--- config.mk ---
export PLATFORM = sky130hd
export DESIGN_NAME = cdc_event_arbiter
export DESIGN_NICKNAME = d
export VERILOG_FILES = /design/src/rtl/cdc_event_arbiter.sv
export SDC_FILE = /design/constraint.sdc
export NUM_CORES = 1
export LEC_CHECK = 0
export BUFFER_PORTS_ARGS = -buffer_cell sky130_fd_sc_hd__buf_4
export CORE_MARGIN = 2
export CORE_UTILIZATION = 50
export CTS_CLUSTER_SIZE = 16
export DETAILED_ROUTE_END_ITERATION = 7
export PLACE_DENSITY = 0.75
export SYNTH_ARGS = -nofsm -noshare
export SYNTH_HDL_FRONTEND = slang
export SYNTH_SLANG_ARGS = --single-unit
--- constraint.sdc ---
create_clock -name src_clk -period 2.4 [get_ports src_clk]
set_clock_uncertainty 0.2 [all_clocks]
set_input_delay 0.48 -clock src_clk [delete_from_list [all_inputs] [get_ports src_clk]]
set_output_delay 0.48 -clock src_clk [all_outputs]
set_load 0.005 [all_outputs]
--- src/rtl/cdc_event_arbiter.sv ---
// Round-robin arbiter that shares one toggle_sync event channel among N_REQ requesters.
// Optional ack timeout is enabled with `define CDC_ARB_TIMEOUT_EN.
module cdc_event_arbiter #(
  parameter int N_REQ  = 4,
  parameter int ID_W   = 2,
  parameter int TO_W   = 8,
  parameter int TO_MAX = 255
) (
  input  logic             src_clk,
  input  logic             src_rst_n,
  input  logic [N_REQ-1:0] req,
  input  logic             ack_tgl_in,
  output logic             sync_enb,
  output logic [ID_W-1:0]  sync_id,
  output logic [N_REQ-1:0] pending,
  output logic             busy,
  output logic             coalesce,
  output logic             timeout
);

  typedef enum logic [1:0] {IDLE, SEND, WAIT_ACK} state_t;

  state_t           state;
  logic [ID_W-1:0]  rr_ptr;
  logic [ID_W-1:0]  winner;
  logic [ID_W-1:0]  nxt_ptr;
  logic             found;
  logic [N_REQ-1:0] grant_vec;
  logic             ack_s1, ack_s2, ack_s3;
  logic             ack_evt;

  // The third flop remembers the last synchronized level so each ack toggle yields one pulse.
  always_ff @(posedge src_clk or negedge src_rst_n) begin
    if (!src_rst_n) begin
      ack_s1 <= 1'b0;
      ack_s2 <= 1'b0;
      ack_s3 <= 1'b0;
    end else begin
      // NOTE: non-blocking assignments keep the flops a true shift chain regardless of order.
      ack_s1 <= ack_tgl_in;
      ack_s2 <= ack_s1;
      ack_s3 <= ack_s2;
    end
  end

  assign ack_evt = ack_s2 ^ ack_s3;

  // The lowest set bit overall is the wrap-around fallback; a set bit at or above rr_ptr overrides it.
  always_comb begin
    // NOTE: every always_comb output gets a default first so no path leaves it unassigned (no latch).
    found  = 1'b0;
    winner = '0;
    for (int i = N_REQ - 1; i >= 0; i--) begin
      if (pending[i]) begin
        found  = 1'b1;
        winner = ID_W'(i);
      end
    end
    for (int i = N_REQ - 1; i >= 0; i--) begin
      if (pending[i] && (ID_W'(i) >= rr_ptr)) winner = ID_W'(i);
    end
  end

  assign nxt_ptr = (winner == ID_W'(N_REQ - 1)) ? '0 : winner + ID_W'(1);

  always_comb begin
    grant_vec = '0;
    if (state == IDLE && found) grant_vec[winner] = 1'b1;
  end

  // A request landing on its own grant edge re-arms pending, so that event is not lost.
  always_ff @(posedge src_clk or negedge src_rst_n) begin
    if (!src_rst_n) begin
      pending  <= '0;
      coalesce <= 1'b0;
    end else begin
      pending  <= (pending & ~grant_vec) | req;
      coalesce <= |(req & pending & ~grant_vec);
    end
  end

`ifdef CDC_ARB_TIMEOUT_EN
  localparam logic [TO_W-1:0] TO_LAST = TO_W'(TO_MAX - 1);
  logic [TO_W-1:0] to_cnt;
`else
  assign timeout = 1'b0;
`endif

  always_ff @(posedge src_clk or negedge src_rst_n) begin
    if (!src_rst_n) begin
      state    <= IDLE;
      rr_ptr   <= '0;
      sync_id  <= '0;
      sync_enb <= 1'b0;
      busy     <= 1'b0;
`ifdef CDC_ARB_TIMEOUT_EN
      to_cnt   <= '0;
      timeout  <= 1'b0;
`endif
    end else begin
      sync_enb <= 1'b0;
`ifdef CDC_ARB_TIMEOUT_EN
      timeout  <= 1'b0;
`endif
      case (state)
        IDLE: begin
          if (found) begin
            sync_id <= winner;
            rr_ptr  <= nxt_ptr;
            busy    <= 1'b1;
            state   <= SEND;
          end
        end
        SEND: begin
          sync_enb <= 1'b1;
`ifdef CDC_ARB_TIMEOUT_EN
          to_cnt   <= '0;
`endif
          state    <= WAIT_ACK;
        end
        WAIT_ACK: begin
          // An ack arriving on the terminal count wins over the timeout.
          if (ack_evt) begin
            busy  <= 1'b0;
            state <= IDLE;
          end
`ifdef CDC_ARB_TIMEOUT_EN
          else if (to_cnt == TO_LAST) begin
            busy    <= 1'b0;
            timeout <= 1'b1;
            state   <= IDLE;
          end else begin
            to_cnt <= to_cnt + TO_W'(1);
          end
`endif
        end
        default: begin
          busy  <= 1'b0;
          state <= IDLE;
        end
      endcase
    end
  end

endmodule

### Yosys cells after proc, flatten, opt, wreduce, memory -nomap -nowiden

Cells that the tools add are included.
W data, S select, Z words.

| word-level totals | value |
|---|---|
| register bits | 16 |
| input port bits | 7 |
| output and inout bits | 10 |
| logic and storage cells | 63 |

| operators by class | value |
|---|---|
| $add $sub $neg | 1 |
| $lt $le $gt $ge | 6 |
| eq/ne operators | 5 |
| mux-type cells | 23 |
| bitwise logic cells | 7 |
| reduce and logical (&&, ||, !) cells | 11 |

Operators with widths:

| cell | count |
|---|---|
| $mux W2 | 11 |
| $and A4 B4 Y4 | 3 |
| $mux W1 | 8 |
| $logic_and A1 B1 Y1 | 6 |
| $pmux W2 S3 | 1 |
| $eq A2 B2 Y1 const B | 2 |
| $ge A1 B2 Y1 const A | 2 |
| $ge A2 B2 Y1 const A | 2 |
| $mux W4 | 1 |
| $ne A2 B2 Y1 const B | 2 |
| $not A4 Y4 | 1 |
| $or A4 B4 Y4 | 1 |
| $reduce_and A2 Y1 | 2 |
| $reduce_or A4 Y1 | 1 |
| $lt A2 B3 Y1 const B | 1 |
| $pmux W1 S3 | 1 |
| $reduce_and A3 Y1 | 1 |
| $add A2 B1 Y2 const B | 1 |
| $demux W1 S2 | 1 |
| $eq A2 B1 Y1 const B | 1 |
| $ge A2 B1 Y1 const B | 1 |
| $logic_not A2 Y1 | 1 |
| $not A1 Y1 | 1 |
| $xor A1 B1 Y1 | 1 |

### Logic depth before layout (Yosys ltp)

Gate-level depths: netlist (run 1).

| logic depth | value |
|---|---|
| depth in word-level cells | 16 |
| mapped depth | 8 |
| mapped depth without buffers | 8 |

### Least setup slack after synthesis (run 1)

No wires, ideal clock.

| timing path | value |
|---|---|
| path type | reg2reg |
| from | reg pending[3] |
| to | reg coalesce |
| library setup time | 0.125 ns |
| arrival time | 1.600 ns |
| data required time | 2.075 ns |
| setup slack | 0.475 ns |
| cell stages (with the launch flop) | 8 |
| buffers on the path | 0 |
| period minus slack after synthesis | 1.925 ns |
| cell sequence | dfrtp_1 nor2b_1 a21o_1 a221oi_2 ha_1 o22ai_1 a311oi_1 nand2_1 |

| between the ends | value |
|---|---|
| longest elaborated chain between the ends | 16 |
| elaborated cells on any way between the ends | 24 |
| classes of those cells | order compare: 2; mux: 15; bitwise: 3; reduce/logical: 4 |

RTL lines:

| what | line | text |
|---|---|---|
| start: declaration | 15 | `output logic [N_REQ-1:0] pending,` |
| start signal: assignment | 77 | `pending <= (pending & ~grant_vec) \| req;` |
| $mux W2 (4 in series) | 54 | `if (pending[i]) begin` |
| $mux W2 (*) (4 in series) | 60 | `if (pending[i] && (ID_W'(i) >= rr_ptr)) winner = ID_W'(i);` |
| via winner[1] | 25 | `logic [ID_W-1:0] winner;` |
| $lt A2 B3 Y1 (not written as such) or $ge A2 B1 Y1 (tied branches) | 68 | `if (state == IDLE && found) grant_vec[winner] = 1'b1;` |
| $logic_and A1 B1 Y1 (not written as such) | 68 |  |
| $mux W1 (not written as such) | 68 |  |
| $demux W1 S2 (*) | 68 |  |
| $mux W4 (*) | 68 |  |
| $not A4 Y4 (*) | 78 | `coalesce <= \|(req & pending & ~grant_vec);` |
| $and A4 B4 Y4 (*) | 78 |  |
| $reduce_or A4 Y1 (*) | 78 |  |
| end signal: assignment | 78 |  |
| end: declaration | 17 | `output logic coalesce,` |

Mark *: on every way through the listed nets, which the timed path passes. The rest lies on a longest branch.
A chain may end at the register's enable or synchronous reset.

### Final worst setup path (run 1)

Same ends and word-level chain as after synthesis.

==> run_results.csv, run 1 <==
group,metric,value,unit
clock_tree,path_clk_slew,0.10,ns
placement,gp_congestion,0.8712,
min_path,hold-path-cell-count,1,
timing,whs,0.09845,ns
synthesis,synth_cells,66,
clock_tree,htree_levels,1,
global_routing,antenna_found_initial,0,
timing,tns,0,ns
timing,timing_hold_violations_final,0,
synthesis,synthesis.nets,77,
layout,final_cell_mix,"dfrtp_1, buf_4, nand2_1",
floorplan,num_rows,13,
pwr,internal-power,0.7330,mW
synthesis,muxShareOfSynthArea,3.020,%
synthesis,yosysWarnings,0,
setup_path,cp.arrival,2.11,ns
timing,setup_viol,0,
pwr,clkPwrFrac,14.8,%
drt,vias_per_cell,5.480,
status,status,"finished clean",
floorplan,core,0.001350,mm^2
setup_path,crit_type,"reg2reg",
timing,drv_slew,0,
drt,drt_iter0_drc,9,
floorplan,start_util,55.24,%
pwr,p_leak,0.4454,nW
floorplan,die_area,0.001816,mm^2
synthesis,synth_compound_area_share,20.64,%
placement,dp_hpwl,1062,um
floorplan,die_y,42.62,um
drt,drc,0,
drt,firstDrtPassIters,4,
min_path,hp-class,"in2reg",
setup_path,cp_max_fo,7,
synthesis,syn-cell-area,745.7,um^2
global_routing,grtUsageTotal,17.62,%
clock_tree,clkSinkCount,16,
setup_path,ff2ff_setup_slack,0.26,ns
min_path,hp-start,"ack_tgl_in",
setup_path,end_kind,"register",
global_routing,grt_first_pass_wirelength,2325,um
setup_path,startpoint,"pending[3]",
clock_tree,cts_buffers,3,
synthesis,seq_area_frac_synth,53.69,%
job,maxCapViolations,0,
clock_tree,postCtsSetupRepairBufs,0,
pwr,p_sw,0.4710,mW
placement,portBuffers,15,
drt,wire_per_inst,13.70,um
layout,mostFrequentLayoutCell,"dfrtp_1",
layout,fin_util,67.84,%
synthesis,synth_top_family_by_area,"compound AO/OA/AOI/OAI gates",
global_routing,grt_max_degree,17,
timing,fmaxAchievable,0.4663,GHz
setup_path,reg2reg_depth,7,
clock_tree,clk_path_buf_depth,2,
drt,ant_nets,0,
layout,drive_above_1_share,28.24,%
clock_tree,clkLatencyLatePin,0.29,ns
timing,rsz0062_at_grt,"no",
clock_tree,clock-root-buffer,"clkbuf_4",
floorplan,die_width,42.62,um
clock_tree,cts_tree,"built",
setup_path,start_kind,"register",
timing,period_needed,2.145,ns
global_routing,grt-ovfl-total,0,
synthesis,ys_seq_elements,16,
pwr,swShare,39.12,%
setup_path,worstPathRequired,2.37,ns
layout,diodes,0,
synthesis,synth_fa_ha_area_share,6.711,%
global_routing,grt_pass1_vias,529,
pwr,pwr_density_cell,1315,mW/mm^2
drt,wl,1370,um
layout,final_net_count,97,
layout,area_delta_synth_final,22.82,%
floorplan,io_pins,17,
drt,dr_total_vias,548,
timing,fin_crit_sh,89.36,%
pwr,seqPwrFrac,39.4,%
synthesis,synth_xor_area_share,1.174,%
pwr,power_frac_comb,45.8,%
setup_path,regToRegStartpoint,"pending[3]",
synthesis,yosys.area_share.simple,11.24,%
pwr,ir_drop,0.8294,mV
synthesis,syn_avg_cell_area,11.30,um^2
synthesis,synth_cell_types,25,
-- layout make-up --
type                    instances  area, um^2
well taps                      15       18.77
flip-flops and latches         16       400.4
inverters                       4       15.01
repair buffers                 16       122.6
multi-input cells              45       322.8
fillers                       109       434.2
clock buffers                   4       36.28
-- kinds of logic (layout without fill, tap and decap cells) --
| group | count (synthesis) | after routing |
|---|---|---|
| and+or+nand+nor | 19 | 19 |
| xor gates and xnor gates | 1 | 1 |
| AOI/OAI and AO/OA | 18 | 18 |
| DFF | 16 | 16 |
| muxes | 2 | 2 |
| buffers and inverters | 5 | 24 |
| adders and majority gates | 4 | 4 |
| other | 1 | 1 |
-- state kept, by name, indices dropped and copies added (netlist names) --
signal    flops
state         2
rr_ptr        2
coalesce      1
ack_s3        1
busy          1
ack_s2        1
pending       4
sync_id       2
ack_s1        1
sync_enb      1
-- routing by layer --
metal / global-route usage [%] / up-vias / share of wire [%]
li1: - / 266 / -
met3: 2.586 / 2 / 5.2
met1: 23.22 / 258 / 45
met2: 28.48 / 22 / 49
met4: 7.500 / 0 / 1.3
met5: 0 / - / 0
-- through the flow --
stage / total power [mW] / std cells / setup WS (ns) / instance area (um^2)
after floorplan: 0.8234 / 66 / 0.4751 / 745.7
after global placement: 1.015 / 95 / 0.3977 / 869.6
after detailed placement: 1.029 / 95 / 0.2872 / 869.6
after CTS: 1.210 / 100 / 0.2626 / 915.9
after global routing: 1.305 / 100 / 0.1390 / 915.9
final: 1.204 / 100 / 0.2554 / 915.9
-- worst max-delay path, cell delays in order, from the launching register on --
cell and delay, ns:
dfrtp_1 0.51, nor2b_1 0.10, a21o_1 0.19, a221oi_2 0.34, ha_1 0.25, o22ai_1 0.08
a311oi_1 0.25, nand2_1 0.09
-- power by group through the flow --
stage | clock [mW] | combinational, mW | sequential [mW]
after floorplan | 0 | 0.360 | 0.464
after global placement | 0 | 0.543 | 0.472
after detailed placement | 0 | 0.552 | 0.477
after CTS | 0.182 | 0.557 | 0.472
after global routing | 0.190 | 0.625 | 0.490
final | 0.178 | 0.551 | 0.475
-- synth_stat cells --
cell      number  area, um^2
a221oi_2       1       15.01
nor2_2         1       6.260
ha_1           4       50.05
o31ai_1        1       7.510
o41ai_4        1       27.53
mux2_1         2       22.52
conb_1         1       3.750
o22ai_1        1       6.260
xor2_1         1       8.760
a21o_1         5       37.54
a21oi_1        2       10.01
o211a_1        1       10.01
nor2_1         2       7.510
o21ai_0        3       15.01
a311oi_1       1       8.760
inv_1          3       11.26
nand3b_1       1       7.510
nand3_1        1       5.000
nand2_1       12       45.04
a21o_2         1       8.760
a21boi_0       1       7.510
nor2b_1        2       12.51
inv_2          1       3.750
buf_4          1       7.510
dfrtp_1       16       400.4
-- repair_timing --
action	in CTS	in global routing
hold buffers	1	0
gates resized for setup	0	0
endpoints found under the hold margin	16	0
-- worst paths after layout --
| path | end |
|---|---|
| hold reg to reg | ack_s2 |
| setup / recovery | coalesce |
| max in group asynchronous | coalesce |
| setup reg to reg | coalesce |
| hold / removal | ack_s1 |
| min in group asynchronous | rr_ptr[1] |
No activity file was read; power rests on OpenSTA's default activity.
==> run 2: changes to the inputs <==
Settings changed: ABC_CLOCK_PERIOD_IN_PS set to 2200.
Clock period 2.4 ns to 2.2 ns, I/O delays scaled along.
==> run 2 against run 1 <==
Against the previous run:
- global-route usage is 0.18 points higher
- largest power group unchanged
- sequential share of layout area is 1.6 points lower
- critical endpoint unchanged
- routed wire length is 3.3% higher
==> run_results.csv, run 2 (same netlist as run 1, synthesis figures left out) <==
group,metric,value,unit
global_routing,grtUsageTotal,17.80,%
placement,dp_hpwl,1057,um
timing,fin_ws,0.1472,ns
timing,timing_hold_violations_final,0,
layout,largest_reg_flops,4,
pwr,power,1.373,mW
min_path,hp-class,"in2reg",
layout,final_net_count,100,
floorplan,io_pins,17,
layout,regArea,400.4,um^2
global_routing,grt_first_pass_wirelength,2318,um
layout,multi_input_area,334.1,um^2
drt,vias_per_cell,5.447,
drt,wire_per_inst,13.74,um
global_routing,grt_pass1_vias,542,
drt,ant_nets,0,
pwr,ir_drop,0.7580,mV
layout,mostFrequentLayoutCell,"buf_4",
drt,drt_iter0_drc,6,
status,status,"finished clean",
drt,drc,0,
setup_path,cp_max_fo,5,
setup_path,worstPathRequired,2.18,ns
setup_path,cp.arrival,2.04,ns
placement,pre_cts_ws,0.1163,ns
placement,gp_congestion,0.8259,
drt,wl,1415,um
floorplan,core,0.001350,mm^2
floorplan,die_width,42.62,um
clock_tree,clock-root-buffer,"clkbuf_4",
clock_tree,clkSinkCount,16,
placement,dp.cells,98,
pwr,pwr_density_cell,1445,mW/mm^2
layout,diodes,0,
layout,n_fill_cell,116,
placement,portBuffers,15,
global_routing,grt-ovfl-total,0,
clock_tree,clk_path_buf_depth,2,
drt,dr_total_vias,561,
timing,tns,0,ns
timing,fmaxAchievable,0.4872,GHz
timing,whs,0.05319,ns
clock_tree,cts_buffers,3,
global_routing,antenna_found_initial,0,
pwr,p_leak,0.4690,nW
floorplan,num_rows,13,
clock_tree,htree_levels,1,
setup_path,end_kind,"register",
floorplan,die_y,42.62,um
timing,fin_crit_sh,93.31,%
floorplan,die_area,0.001816,mm^2
layout,drive_above_1_share,30.68,%
setup_path,crit_type,"reg2reg",
setup_path,start_kind,"register",
layout,layout.cells.non_filler,103,
timing,drv_slew,0,
job,maxCapViolations,0,
clock_tree,cts_tree,"built",
drt,firstDrtPassIters,4,
layout,largest-register,"pending",
timing,setup_viol,0,
global_routing,grt_max_degree,17,
clock_tree,path_clk_slew,0.10,ns
clock_tree,postCtsSetupRepairBufs,0,
layout,area_delta_synth_final,27.35,%
timing,period_needed,2.053,ns
timing,rsz0062_at_grt,"no",
clock_tree,clkLatencyLatePin,0.29,ns
layout,final_cell_mix,"buf_4, dfrtp_1, nand2_1",
floorplan,start_util,55.24,%
run 2: routing by layer:
metal / vias to the layer above / GRT usage (%) / wire length (um)
met5: - / 0 / 0
met4: 0 / 11.88 / 27
met3: 4 / 2.586 / 60
met2: 14 / 30.30 / 704
met1: 270 / 20.22 / 623
li1: 273 / - / -
run 2: per-stage QoR:
stage	util, %	area [um^2]
after global placement	66.08	892.1
after detailed placement	66.08	892.1
after floorplan	-	745.7
after global routing	70.34	949.7
after CTS	69.51	938.4
final	70.34	949.7
run 2: repair_timing:
item,CTS,global route
hold buffers,1,0
hold endpoints to repair,16,0
setup endpoints to repair,0,1
resized for setup,0,1
run 2: report_power, final:
part	switching [mW]	internal (mW)	total, mW
combinational	0.332	0.340	0.673
sequential	0.104	0.400	0.504
clock	0.0956	0.101	0.196
run 2: final timing paths:
| kind | startpoint | to | slack, ns | depth (start not counted) |
|---|---|---|---|---|
| setup / recovery | rr_ptr[1] | coalesce | 0.15 | 7 |
| hold / removal | ack_tgl_in | ack_s1 | 0.05 | 1 |
| setup reg to reg | rr_ptr[1] | coalesce | 0.15 | 7 |
| hold reg to reg | ack_s1 | ack_s2 | 0.16 | 0 |
| max in group asynchronous | src_rst_n | sync_enb | 1.28 | 2 |
| min in group asynchronous | src_rst_n | pending[2] | 0.34 | 2 |
run 2: final cells by class:
class | count | share of cell area, %
sequential | 16 | 42.16
multi-input combinational | 45 | 35.18
timing repair buffer | 19 | 15.28
clock buffer | 4 | 3.821
tap | 15 | 1.976
inverter | 4 | 1.581
run 2: worst max-delay path: stages (launching register included):
cell,delay (ns)
dfrtp_1,0.43
nor2b_1,0.16
a21o_1,0.20
a221oi_4,0.29
ha_1,0.25
o22ai_1,0.08
a311oi_1,0.26
nand2_1,0.08
==> run 3: changes to the inputs <==
Settings changed: ABC_AREA set to 1, PLACE_DENSITY 0.75 to 0.74, SKIP_LAST_GASP set to 1.
==> run 3 against run 2 <==
Against the previous run:
- routed wire length is 2.4% lower
- register-to-register slack better by 0.25 ns
- first-iteration DRC count is 33% higher
- largest cell class unchanged
- highest routed layer unchanged
==> run_results.csv, run 3 <==
group,metric,value,unit
setup_path,start_kind,"register",
floorplan,die_area,0.001908,mm^2
layout,regArea,400.4,um^2
synthesis,yosysTopAreaCell,"dfrtp_1",
min_path,hp-class,"in2reg",
global_routing,grtUsageTotal,18.54,%
drt,drt_iter0_drc,8,
layout,largest_reg_flops,4,
setup_path,crit_top_cell,"nand2_1",
pwr,power_frac_comb,49.0,%
global_routing,grt_pass1_vias,600,
setup_path,max_stage_delay,0.45,ns
floorplan,start_util,52.86,%
timing,rsz0062_at_grt,"no",
layout,largest-register,"pending",
timing,period_needed,1.801,ns
pwr,ir_drop,0.7702,mV
timing,tns,0,ns
synthesis,yosys.area_share.simple,28.78,%
setup_path,ff2ff_setup_slack,0.40,ns
pwr,internal-power,0.8109,mW
layout,area_delta_synth_final,21.78,%
layout,diodes,0,
synthesis,synth_compound_area_share,5.246,%
pwr,pwr_density_cell,1434,mW/mm^2
layout,layout.cells.non_filler,127,
drt,wire_per_inst,10.87,um
clock_tree,cts_buffers,3,
synthesis,synthTopCellsByArea,"dfrtp_1, nand2_1, ha_1",
synthesis,synth_fa_ha_area_share,6.359,%
timing,fin_crit_sh,81.88,%
timing,drv_slew,0,
synthesis,yosysMostFrequentCell,"nand2_1",
setup_path,cp_top_family,"simple AND/OR/NAND/NOR gates",
synthesis,synth_cells,92,
setup_path,slowest_stage,"dfrtp_1",
global_routing,grt_first_pass_wirelength,2477,um
pwr,swShare,41.02,%
global_routing,antenna_found_initial,0,
synthesis,synth_xor_area_share,1.113,%
clock_tree,postCtsSetupRepairBufs,0,
floorplan,num_rows,14,
drt,wl,1381,um
clock_tree,clock-root-buffer,"clkbuf_4",
placement,dp.cells,122,
setup_path,path_depth,11,
placement,dp_hpwl,1050,um
floorplan,core,0.001489,mm^2
synthesis,netlist_top_cells_count,"nand2_1, dfrtp_1, inv_1",
min_path,hold-path-cell-count,1,
drt,firstDrtPassIters,4,
synthesis,muxShareOfSynthArea,0,%
layout,multi_input_area,330.3,um^2
pwr,p_sw,0.5640,mW
synthesis,async_reset_ff_share,100.0,%
pwr,clkPwrFrac,14.3,%
clock_tree,clkSinkCount,16,
layout,n_fill_cell,139,
floorplan,die_width,43.68,um
job,maxCapViolations,0,
clock_tree,path_clk_slew,0.09,ns
drt,dr_total_vias,609,
synthesis,synth-edff-count,0,
clock_tree,htree_levels,1,
global_routing,grt_max_degree,17,
layout,final_net_count,123,
setup_path,crit_chain,"nor2_2, nand2_1, nand3_1, nand3_1, inv_1, ha_1, nand3_1, nand2_1, nand2_1, inv_1, nand2_1",
setup_path,cp.arrival,1.79,ns
setup_path,crit_buf_inv,2,
synthesis,yosysWarnings,0,
placement,portBuffers,15,
pwr,p_leak,0.5361,nW
drt,vias_per_cell,4.795,
drt,ant_nets,0,
status,status,"finished clean",
clock_tree,clk_path_buf_depth,2,
synthesis,ys_seq_elements,16,
layout,drive_above_1_share,26.13,%
setup_path,worstPathRequired,2.19,ns
layout,fin_util,64.37,%
placement,gp_congestion,0.8982,
setup_path,end_kind,"register",
timing,fmaxAchievable,0.5551,GHz
synthesis,synthesis.nets,103,
drt,drc,0,
global_routing,grt-ovfl-total,0,
floorplan,die_y,43.68,um
synthesis,synth-main-ff-cell,"dfrtp_1",
floorplan,io_pins,17,
synthesis,syn_avg_cell_area,8.554,um^2
clock_tree,cts-resized-gates,0,
layout,final_cell_mix,"nand2_1, dfrtp_1, buf_4",
synthesis,synth_top_area_share,50.87,%
timing,setup_viol,0,
synthesis,syn-cell-area,787.0,um^2
clock_tree,cts_tree,"built",
synthesis,seq_area_frac_synth,50.87,%
pwr,seqPwrFrac,36.7,%
setup_path,crit_type,"reg2reg",
clock_tree,clkLatencyLatePin,0.29,ns
synthesis,synth_cell_types,18,
layout,mostFrequentLayoutCell,"nand2_1",
timing,timing_hold_violations_final,0,
setup_path,reg2reg_depth,11,
synthesis,synth_top_family_by_area,"simple AND/OR/NAND/NOR gates",
setup_path,cp_max_fo,6,
## run 3: power groups by stage
| stage | clock (mW) | sequential, mW | combinational (mW) |
|---|---|---|---|
| final | 0.196 | 0.505 | 0.674 |
| after global routing | 0.211 | 0.519 | 0.787 |
| after CTS | 0.200 | 0.504 | 0.682 |
| after detailed placement | 0 | 0.509 | 0.678 |
| after global placement | 0 | 0.505 | 0.659 |
| after floorplan | 0 | 0.503 | 0.451 |
## run 3: cell type report
cell class,count,area share (%)
Timing Repair Buffer,16,12.79
Clock buffer,4,3.786
Multi-Input combinational cell,62,34.46
Sequential cell,16,41.78
Tap cell,16,2.089
Inverter,13,5.091
## run 3: worst paths after layout
kind / start / endpoint
max reg2reg: pending[0] / coalesce
min reg2reg: ack_s1 / ack_s2
min in group asynchronous: src_rst_n / ack_s1
min: ack_tgl_in / ack_s1
max in group asynchronous: src_rst_n / pending[3]
max: pending[0] / coalesce
## run 3: per-stage QoR
step	setup WS (ns)	power, mW	hold slack, ns	cell area [um^2]
CTS	0.3823	1.386	0.04669	958.4
finish	0.3986	1.375	0.05143	958.4
detailed placement	0.3983	1.187	0.1131	912.1
global route	0.1953	1.517	0.03626	958.4
global placement	0.4473	1.164	0.1060	912.1
floorplan	0.5509	0.9549	-0.05559	787.0
## run 3: cell families after synthesis
| kind of cell | count (synthesis) |
|---|---|
| AO/OA/AOI/OAI | 6 |
| XOR/XNOR | 1 |
| adder cells (fa/ha/maj) | 4 |
| buffers and inverters | 14 |
| flip-flops | 16 |
| other | 1 |
| AND/OR/NAND/NOR | 50 |
## run 3: layer usage
layer	track usage, %	share of wire (%)	up-vias	routed length [um]
li1	-	-	320	-
met1	21.41	46	272	639
met2	29.71	46	13	636
met3	5.000	4.8	4	66
met4	12.73	2.8	0	38
met5	0	0	-	0
## run 3: timing repair
item,4_1_cts,5_1_grt
setup endpoints to repair,0,0
endpoints found under the hold margin,16,0
hold buffers,1,0
## run 3: worst reg2reg max path, delay by kind of cell (launching register included)
| kind | cells | cell delay (ns) |
|---|---|---|
| flip-flops | 1 | 0.45 |
| adder cells (fa/ha/maj) | 1 | 0.18 |
| buffers and inverters | 2 | 0.15 |
| AND/OR/NAND/NOR | 8 | 0.74 |
